### config.mk
export PLATFORM = sky130hd
export DESIGN_NAME = fetch_unit
export DESIGN_NICKNAME = d
export VERILOG_FILES = /design/src/rtl/fetch_unit.sv
export SDC_FILE = /design/constraint.sdc
export NUM_CORES = 1
export LEC_CHECK = 0
export CORE_MARGIN = 3
export CORE_UTILIZATION = 61
export CTS_CLUSTER_SIZE = 20
export DETAILED_ROUTE_END_ITERATION = 6
export MAX_ROUTING_LAYER = met4
export PLACE_DENSITY = 0.85
export SLEW_MARGIN = 20
export SYNTH_ARGS = -nofsm -noshare
export SYNTH_HDL_FRONTEND = slang
export SYNTH_SLANG_ARGS = --single-unit
### constraint.sdc
create_clock -name clk -period 15.8 [get_ports clk]
set_clock_uncertainty 0.15 [all_clocks]
set_input_delay 3.95 -clock clk [delete_from_list [all_inputs] [get_ports clk]]
set_output_delay 3.95 -clock clk [all_outputs]
set_load 0.05 [all_outputs]
### src/rtl/fetch_unit.sv
// Instruction fetch unit: credit-based prefetch of 16-bit cells into a small FIFO, with
// branch redirect that flushes the buffer and drops the response to the redirect-edge request.
module fetch_unit #(
  parameter logic [31:0] RESET_PC   = 32'h0000_0000,
  parameter int unsigned FIFO_DEPTH = 4
) (
  input  logic        clk,
  input  logic        reset,
  output logic        icache_not_enable,
  output logic [31:0] icache_index,
  input  logic [15:0] icache_data,
  input  logic        branch_valid,
  input  logic [31:0] branch_target,
  input  logic        decode_ready,
  output logic        instr_valid,
  output logic [15:0] instr,
  output logic [31:0] instr_pc
);

  localparam int unsigned PtrW = (FIFO_DEPTH > 1) ? $clog2(FIFO_DEPTH) : 1;
  localparam int unsigned CntW = $clog2(FIFO_DEPTH) + 1;

  logic [31:0]     fetch_pc_q, fetch_pc_d;
  logic            inflight_q, inflight_d;
  logic [31:0]     inflight_pc_q, inflight_pc_d;
  logic [CntW-1:0] count_q, count_d;
  logic [PtrW-1:0] rd_ptr_q, rd_ptr_d;
  logic [PtrW-1:0] wr_ptr_q, wr_ptr_d;
  logic [15:0]     fifo_instr_q [FIFO_DEPTH];
  logic [15:0]     fifo_instr_d [FIFO_DEPTH];
  logic [31:0]     fifo_pc_q    [FIFO_DEPTH];
  logic [31:0]     fifo_pc_d    [FIFO_DEPTH];

  logic [CntW-1:0] credit;
  logic            issue;
  logic            push;
  logic            pop;

  // Credits count outstanding requests too, so a push always finds a free slot.
  assign credit = count_q + CntW'(inflight_q);
  assign issue  = credit < CntW'(FIFO_DEPTH);

  assign icache_index      = fetch_pc_q;
  // Reset gating keeps the cache idle while reset is held; otherwise purely registered.
  assign icache_not_enable = reset | ~issue;

  assign instr_valid = (count_q != '0);
  assign instr       = instr_valid ? fifo_instr_q[rd_ptr_q] : 16'h0000;
  assign instr_pc    = instr_valid ? fifo_pc_q[rd_ptr_q]    : 32'h0000_0000;

  assign push = inflight_q & ~branch_valid;
  assign pop  = instr_valid & decode_ready & ~branch_valid;

  always_comb begin
    fetch_pc_d    = fetch_pc_q;
    inflight_d    = inflight_q;
    inflight_pc_d = inflight_pc_q;
    count_d       = count_q;
    rd_ptr_d      = rd_ptr_q;
    wr_ptr_d      = wr_ptr_q;
    fifo_instr_d  = fifo_instr_q;
    fifo_pc_d     = fifo_pc_q;

    if (branch_valid) begin
      // Clearing inflight drops the response to the request issued on this edge.
      fetch_pc_d = branch_target;
      inflight_d = 1'b0;
      count_d    = '0;
      rd_ptr_d   = '0;
      wr_ptr_d   = '0;
    end else begin
      if (issue) begin
        fetch_pc_d    = fetch_pc_q + 32'd1;
        inflight_d    = 1'b1;
        inflight_pc_d = fetch_pc_q;
      end else begin
        inflight_d = 1'b0;
      end

      if (push) begin
        fifo_instr_d[wr_ptr_q] = icache_data;
        fifo_pc_d[wr_ptr_q]    = inflight_pc_q;
        wr_ptr_d               = wr_ptr_q + PtrW'(1);
      end
      if (pop) begin
        rd_ptr_d = rd_ptr_q + PtrW'(1);
      end

      unique case ({push, pop})
        2'b10:   count_d = count_q + CntW'(1);
        2'b01:   count_d = count_q - CntW'(1);
        default: count_d = count_q;
      endcase
    end
  end

  always_ff @(posedge clk or posedge reset) begin
    if (reset) begin
      fetch_pc_q    <= RESET_PC;
      inflight_q    <= 1'b0;
      inflight_pc_q <= 32'h0000_0000;
      count_q       <= '0;
      rd_ptr_q      <= '0;
      wr_ptr_q      <= '0;
      for (int i = 0; i < FIFO_DEPTH; i++) begin
        fifo_instr_q[i] <= 16'h0000;
        fifo_pc_q[i]    <= 32'h0000_0000;
      end
    end else begin
      fetch_pc_q    <= fetch_pc_d;
      inflight_q    <= inflight_d;
      inflight_pc_q <= inflight_pc_d;
      count_q       <= count_d;
      rd_ptr_q      <= rd_ptr_d;
      wr_ptr_q      <= wr_ptr_d;
      fifo_instr_q  <= fifo_instr_d;
      fifo_pc_q     <= fifo_pc_d;
    end
  end

endmodule
==> results of run 1 <==
## registers in the layout, summed over array words and instances (netlist names)
signal / count
rd_ptr_q: 2
count_q: 3
fifo_pc_q: 128
inflight_pc_q: 32
wr_ptr_q: 2
fifo_instr_q: 64
icache_index: 32
inflight_q: 1
## synthesized netlist by cell type, types with 4 or more instances
cell type,count,area (sq um)
clkbuf_1,29,109
or4_1,16,120
mux4_2,48,1080
ha_1,5,62.6
dfrtp_1,264,6610
nor2_1,24,90.1
buf_2,14,70.1
nand3_1,20,100
nor4_1,6,37.5
mux2i_1,6,60.1
inv_1,9,33.8
o31ai_1,13,97.6
nor3_1,5,25.0
clkbuf_8,4,55.1
o21ai_0,15,75.1
a31oi_1,17,106
nor2b_1,10,62.6
a221oi_1,4,35.0
mux2_2,226,2540
a21oi_1,5,25.0
xnor2_1,5,43.8
nand4_1,16,100
and3_1,4,25.0
nand2_1,24,90.1
and2_1,50,313
buf_1,11,41.3
## path summary, 6_finish.rpt
check / to / startpoint / cells after the start / slack (ns)
min in group asynchronous: fifo_pc_q[121] / reset / 2 / 3.80
min: fifo_pc_q[56] / fifo_pc_q[56] / 1 / 0.35
max in group asynchronous: rd_ptr_q[0] / reset / 3 / 10.34
max: icache_not_enable / reset / 4 / 5.87
min reg2reg: fifo_pc_q[56] / fifo_pc_q[56] / 1 / 0.35
max reg2reg: inflight_pc_q[21] / inflight_q / 4 / 12.85
## stage by stage
step | area (sq um) | cells | util (%)
floorplan | 12300 | 888 | -
global placement | 13800 | 1235 | 70.3
detailed placement | 13800 | 1235 | 70.3
CTS | 14700 | 1284 | 75.0
global route | 14700 | 1285 | 75.0
finish | 14700 | 1285 | 75.0
## routing by layer
| layer | global-route usage, % | vias up | routed length, microns |
|---|---|---|---|
| met4 | 7.44 | 0 | 756 |
| li1 | - | 3526 | - |
| met3 | 3.29 | 58 | 1410 |
| met5 | - | - | 0 |
| met1 | 35.4 | 4142 | 11700 |
| met2 | 44.6 | 256 | 14300 |
## power by group through the flow
stage	clock, mW	combinational, mW	sequential (mW)
final	0.655	1.31	1.17
after global routing	0.694	1.38	1.21
after CTS	0.664	1.32	1.17
after floorplan	0	0.975	1.11
after detailed placement	0	1.31	1.18
after global placement	0	1.28	1.16
## cells by family after synthesis
group                    count (synthesis)
flip-flops                             264
AND/OR/NAND/NOR                        193
adder cells (fa/ha/maj)                  6
AO/OA/AOI/OAI                           66
buffers and inverters                   71
multiplexers                           280
XOR/XNOR                                 8
## final cells by class
class,count,area [sq um]
Antenna cell,1,2.50
Clock buffer,41,838
Clock inverter,8,93.8
Fill cell,1246,4910
Inverter,9,41.3
Multi-Input combinational cell,553,5400
Sequential cell,264,6610
Tap cell,265,332
Timing Repair Buffer,144,1420
## critical path, cell delays in order
cell	delay [ns]
clkdlybuf4s50_1	0.49
inv_8	0.53
nand2_1	0.10
clkdlybuf4s50_1	0.73
==> metrics, run 1 <==
post-layout minimum cycle time 9.93 ns; share of cells above drive strength 1 34.6%; Warnings, synthesis 0; max_cap viols 0; RSZ-0062 raised after global routing no; Final Cycle Share 62.8%; Seq cells post-synth 264; portion of total power attributed to the clock network 20.9%; XOR/XNOR Fraction of Synth Area 0.568%; Lkg Pwr 6.11 nW; top_reg_cell synth dfrtp_1; CTS clock-pin slew for the worst setup and hold paths 0.06 ns; Synth Area in Compound Gates 3.53%; post-DP HPWL 16900 microns; Comb power frac 41.8%; Routed Antenna Nets 0; global-route wire length before repair 45600 microns; Layout Area Growth over Synthesis 19.5%; EDFF count, synth 0; drt drc 0; die width 148 microns; CTS H-Tree Depth 1; max-slew violations 0; Pint 1.97 mW; final WL 28100 microns; sequential power share 37.4%; Net Sw Power 1.17 mW; pwr dens 213 nW/um^2; Hold WS 0.350 ns; DRT Pass-1 Iters 6; Worst Path Arrival 5.83 ns; GRT Util Overall 26.7%; critical path capture point type output pin; Port Buffer Count 133; Row Count 51; critical path class in -> out; most common cell after layout, fill and taps aside dfrtp_1; syn avg cell area 13.9 sq um; post-CTS setup buffers 0; worst vdd ir 142 uV; initial antenna violation count 1; Sw Ratio 37.4%; Via density 6.21; Post-Syn Instances 888; Die H 148 microns; largest family of logic cells by synthesized area multiplexers; worst endpoint required time 11.70 ns; Synth Area in Simple Gates 8.98%; fin nets 1057; clk_lat worst skew 0.53 ns; Max Freq 101 MHz; status finished, final reports clean; setup TNS 0 ns; CTS Hold Bufs 0; via count 7982; Starting Density 62.8%; clock root buffer clkbuf_16; largest net degree at the start of global routing 152; post-cts resize count 0; async set-reset flop share out of synthesis 100%; synth unique cells 49; Cell Area, Synth 12300 sq um; CTS tree done; post-place setup slack 5.76 ns; Final Hold Viols 0; Hold Crit Class reg -> reg; drt wl/cell 21.9 microns; register area share after synthesis 53.5%; setup violators final 0; mux cell area share after synthesis 29.9%; core area 19700 sq um; relative slew slack 33.7%; Tightest Pin Transition 0.994 ns; Iter 0 DRT Violations 553; GP Congestion 0.825; Adder-Cell Fraction of Synth Area 0.669%; total CTS buffers 27; vias in the first global route 8440; Critical Path Fanout Max 115; global route overflow 0; most frequent cells in the layout dfrtp_1, mux2_2, clkdlybuf4s50_1; CP Launch Type input port; TritonCTS Sinks 264; Power Total 3.14 mW; Syn Nets 946; I/O pin cnt 134; die area 22000 sq um; worst setup margin 5.87 ns; maximum clock path buffer count 3
No activity file was read; power rests on OpenSTA's default activity.
==> inputs of run 2 (changes only) <==
CORE_UTILIZATION = 57   (was 61)
PLACE_DENSITY = 0.8   (was 0.85)
clock period = 10.3 ns   (was 15.8 ns; I/O delays follow)
==> run 2 against run 1 <==
Effect of this change:
- die area increased by 6.7%
- register-to-register slack got worse by 5.7 ns
- critical path depth unchanged
- sequential power up 53%
- worst setup slack lost 2.4 ns
- highest routed layer unchanged
==> metrics, run 2 (synthesis results as in run 1) <==
Crit-path slowest cell clkdlybuf4s50_1 (unchanged); most frequent cells in the layout dfrtp_1, mux2_2, clkdlybuf4s50_1 (unchanged); Iter 0 DRT Violations 525 (was 553); worst vdd ir 226 uV (was 142 uV); CTS tree done (unchanged); placed instance count 1248 (was 1235); # diodes 0 (was 1); fin nets 1059 (was 1057); Sw Ratio 36.9% (was 37.4%); CTS Hold Bufs 0 (unchanged); Biggest register fifo_pc_q (unchanged); drt wl/cell 21.3 microns (was 21.9 microns); TritonCTS Sinks 264 (unchanged); Die H 153 microns (was 148 microns); sequential power share 37.0% (was 37.4%); Lkg Pwr 6.12 nW (was 6.11 nW); vias in the first global route 8319 (was 8440); post-DP HPWL 16900 microns (about the same); most common cell after layout, fill and taps aside dfrtp_1 (unchanged); Starting Density 58.3% (was 62.8%); Net Sw Power 1.78 mW (was 1.17 mW); via count 7919 (was 7982); post-route insts no fill 1296 (was 1285); portion of total power attributed to the clock network 21.5% (was 20.9%); crit-path cells clkdlybuf4s50_1, clkinvlp_4, nand2_1, clkdlybuf4s50_1 (was clkdlybuf4s50_1, inv_8, nand2_1, clkdlybuf4s50_1); CP max stage delay 0.80 ns (was 0.73 ns); Final Hold Viols 0 (unchanged); die area 23400 sq um (was 22000 sq um); total CTS buffers 26 (was 27); Pint 3.05 mW (was 1.97 mW); maximum clock path buffer count 3 (unchanged); setup TNS 0 ns (unchanged); status finished, final reports clean (unchanged); Comb power frac 41.5% (was 41.8%); relative slew slack 31.2% (was 33.7%); clk_lat worst skew 0.53 ns (about the same); final WL 27700 microns (was 28100 microns); CTS H-Tree Depth 1 (unchanged); post-CTS setup buffers 0 (unchanged); Port Buffer Count 133 (unchanged); post-layout minimum cycle time 6.84 ns; I/O pin cnt 134 (unchanged); CP Launch Type input port (unchanged); core area 21200 sq um (was 19700 sq um); worst endpoint required time 7.58 ns (was 11.70 ns); Filler cells 1488 (was 1246); post-cts resize count 0 (unchanged); die width 153 microns (was 148 microns); Via density 6.11 (was 6.21); Worst Path Arrival 4.12 ns (was 5.83 ns); max-slew violations 0 (unchanged); max_cap viols 0 (unchanged); Crit path top cell by count clkdlybuf4s50_1 (unchanged); initial antenna violation count 0 (was 1); Max Freq 146 MHz; GP Congestion 0.825 (about the same); largest net degree at the start of global routing 185 (was 152); DRT Pass-1 Iters 5 (was 6); clock root buffer clkbuf_16 (unchanged); Layout Area Growth over Synthesis 19.8% (was 19.5%); share of cells above drive strength 1 34.8% (was 34.6%); Hold Crit Class reg -> reg (unchanged); global-route wire length before repair 45200 microns (was 45600 microns); critical path class in -> out (unchanged); global route overflow 0 (unchanged); Critical Path Fanout Max 2 (was 115); max FFs per register 128 (unchanged); Routed Antenna Nets 0 (unchanged); CTS clock-pin slew for the worst setup and hold paths 0.06 ns (about the same); GRT Util Overall 24.5% (was 26.7%); Row Count 53 (was 51); critical path capture point type output pin (unchanged); Tightest Pin Transition 1.03 ns (was 0.994 ns); Final Cycle Share 66.4%; setup violators final 0 (unchanged); drt drc 0 (unchanged); RSZ-0062 raised after global routing no (unchanged); pwr dens 327 nW/um^2 (was 213 nW/um^2); Largest regs fifo_pc_q (128), fifo_instr_q (64) (unchanged)
==> run 2: cell types whose count changed in the layout (fill, tap and decap cells not counted), moves of 2 or more <==
cell        before  now
clkbuf_1         3    1
buf_4           10   13
bufinv_16        2    6
clkinvlp_4       0    3
clkbuf_8        11    2
clkinv_2         5   10
==> run 2: worst paths after layout <==
path                          startpoint                 to  slack (ns)  cells after the start
max in group asynchronous          reset      fifo_pc_q[35]        5.72                      4
max reg2reg                   inflight_q  inflight_pc_q[18]        7.15                      5
min reg2reg                fifo_pc_q[31]      fifo_pc_q[31]        0.35                      1
min                        fifo_pc_q[31]      fifo_pc_q[31]        0.35                      1
max                                reset  icache_not_enable        3.46                      4
min in group asynchronous          reset      fifo_pc_q[59]        2.55                      3
==> run 2: per-stage QoR <==
step	cell area [sq um]	total power [mW]	hold slack (ns)	utilization (%)	setup WS, ns
3_5_place_dp	13800	3.82	0.337	65.4	3.44
5_1_grt	14800	5.07	0.362	69.9	3.41
6_report	14800	4.83	0.349	69.9	3.46
3_3_place_gp	13800	3.75	0.331	65.4	3.46
2_1_floorplan	12300	3.20	0.324	-	-0.245
4_1_cts	14800	4.87	0.351	69.9	3.44
==> run 2: final cells by class <==
type                            instances  area [sq um]  share of cell area, %
Clock inverter                         18           245                   1.66
Inverter                                9          37.5                  0.254
Clock buffer                           30           707                   4.78
Timing Repair Buffer                  147          1440                   9.77
Sequential cell                       264          6610                   44.7
Multi-Input combinational cell        553          5400                   36.5
Tap cell                              275           344                   2.33
==> run 2: worst max-delay path, delay by kind of cell <==
family	cells	cell delay, ns
buffers and inverters	3	1.45
AND/OR/NAND/NOR	1	0.08
==> run 2: layer usage <==
layer / share of wire (%) / track usage, % / vias to the layer above
met5: 0 / - / -
met3: 4.7 / 2.97 / 45
met4: 2.1 / 5.98 / 0
li1: - / - / 3512
met1: 43 / 33.4 / 4142
met2: 50 / 39.8 / 220
==> run 2: power groups by stage <==
stage	Sequential, mW	Clock, mW	Combinational, mW
floorplan	1.70	0	1.50
global placement	1.78	0	1.97
detailed placement	1.80	0	2.01
CTS	1.79	1.06	2.03
global route	1.85	1.10	2.12
finish	1.79	1.04	2.01
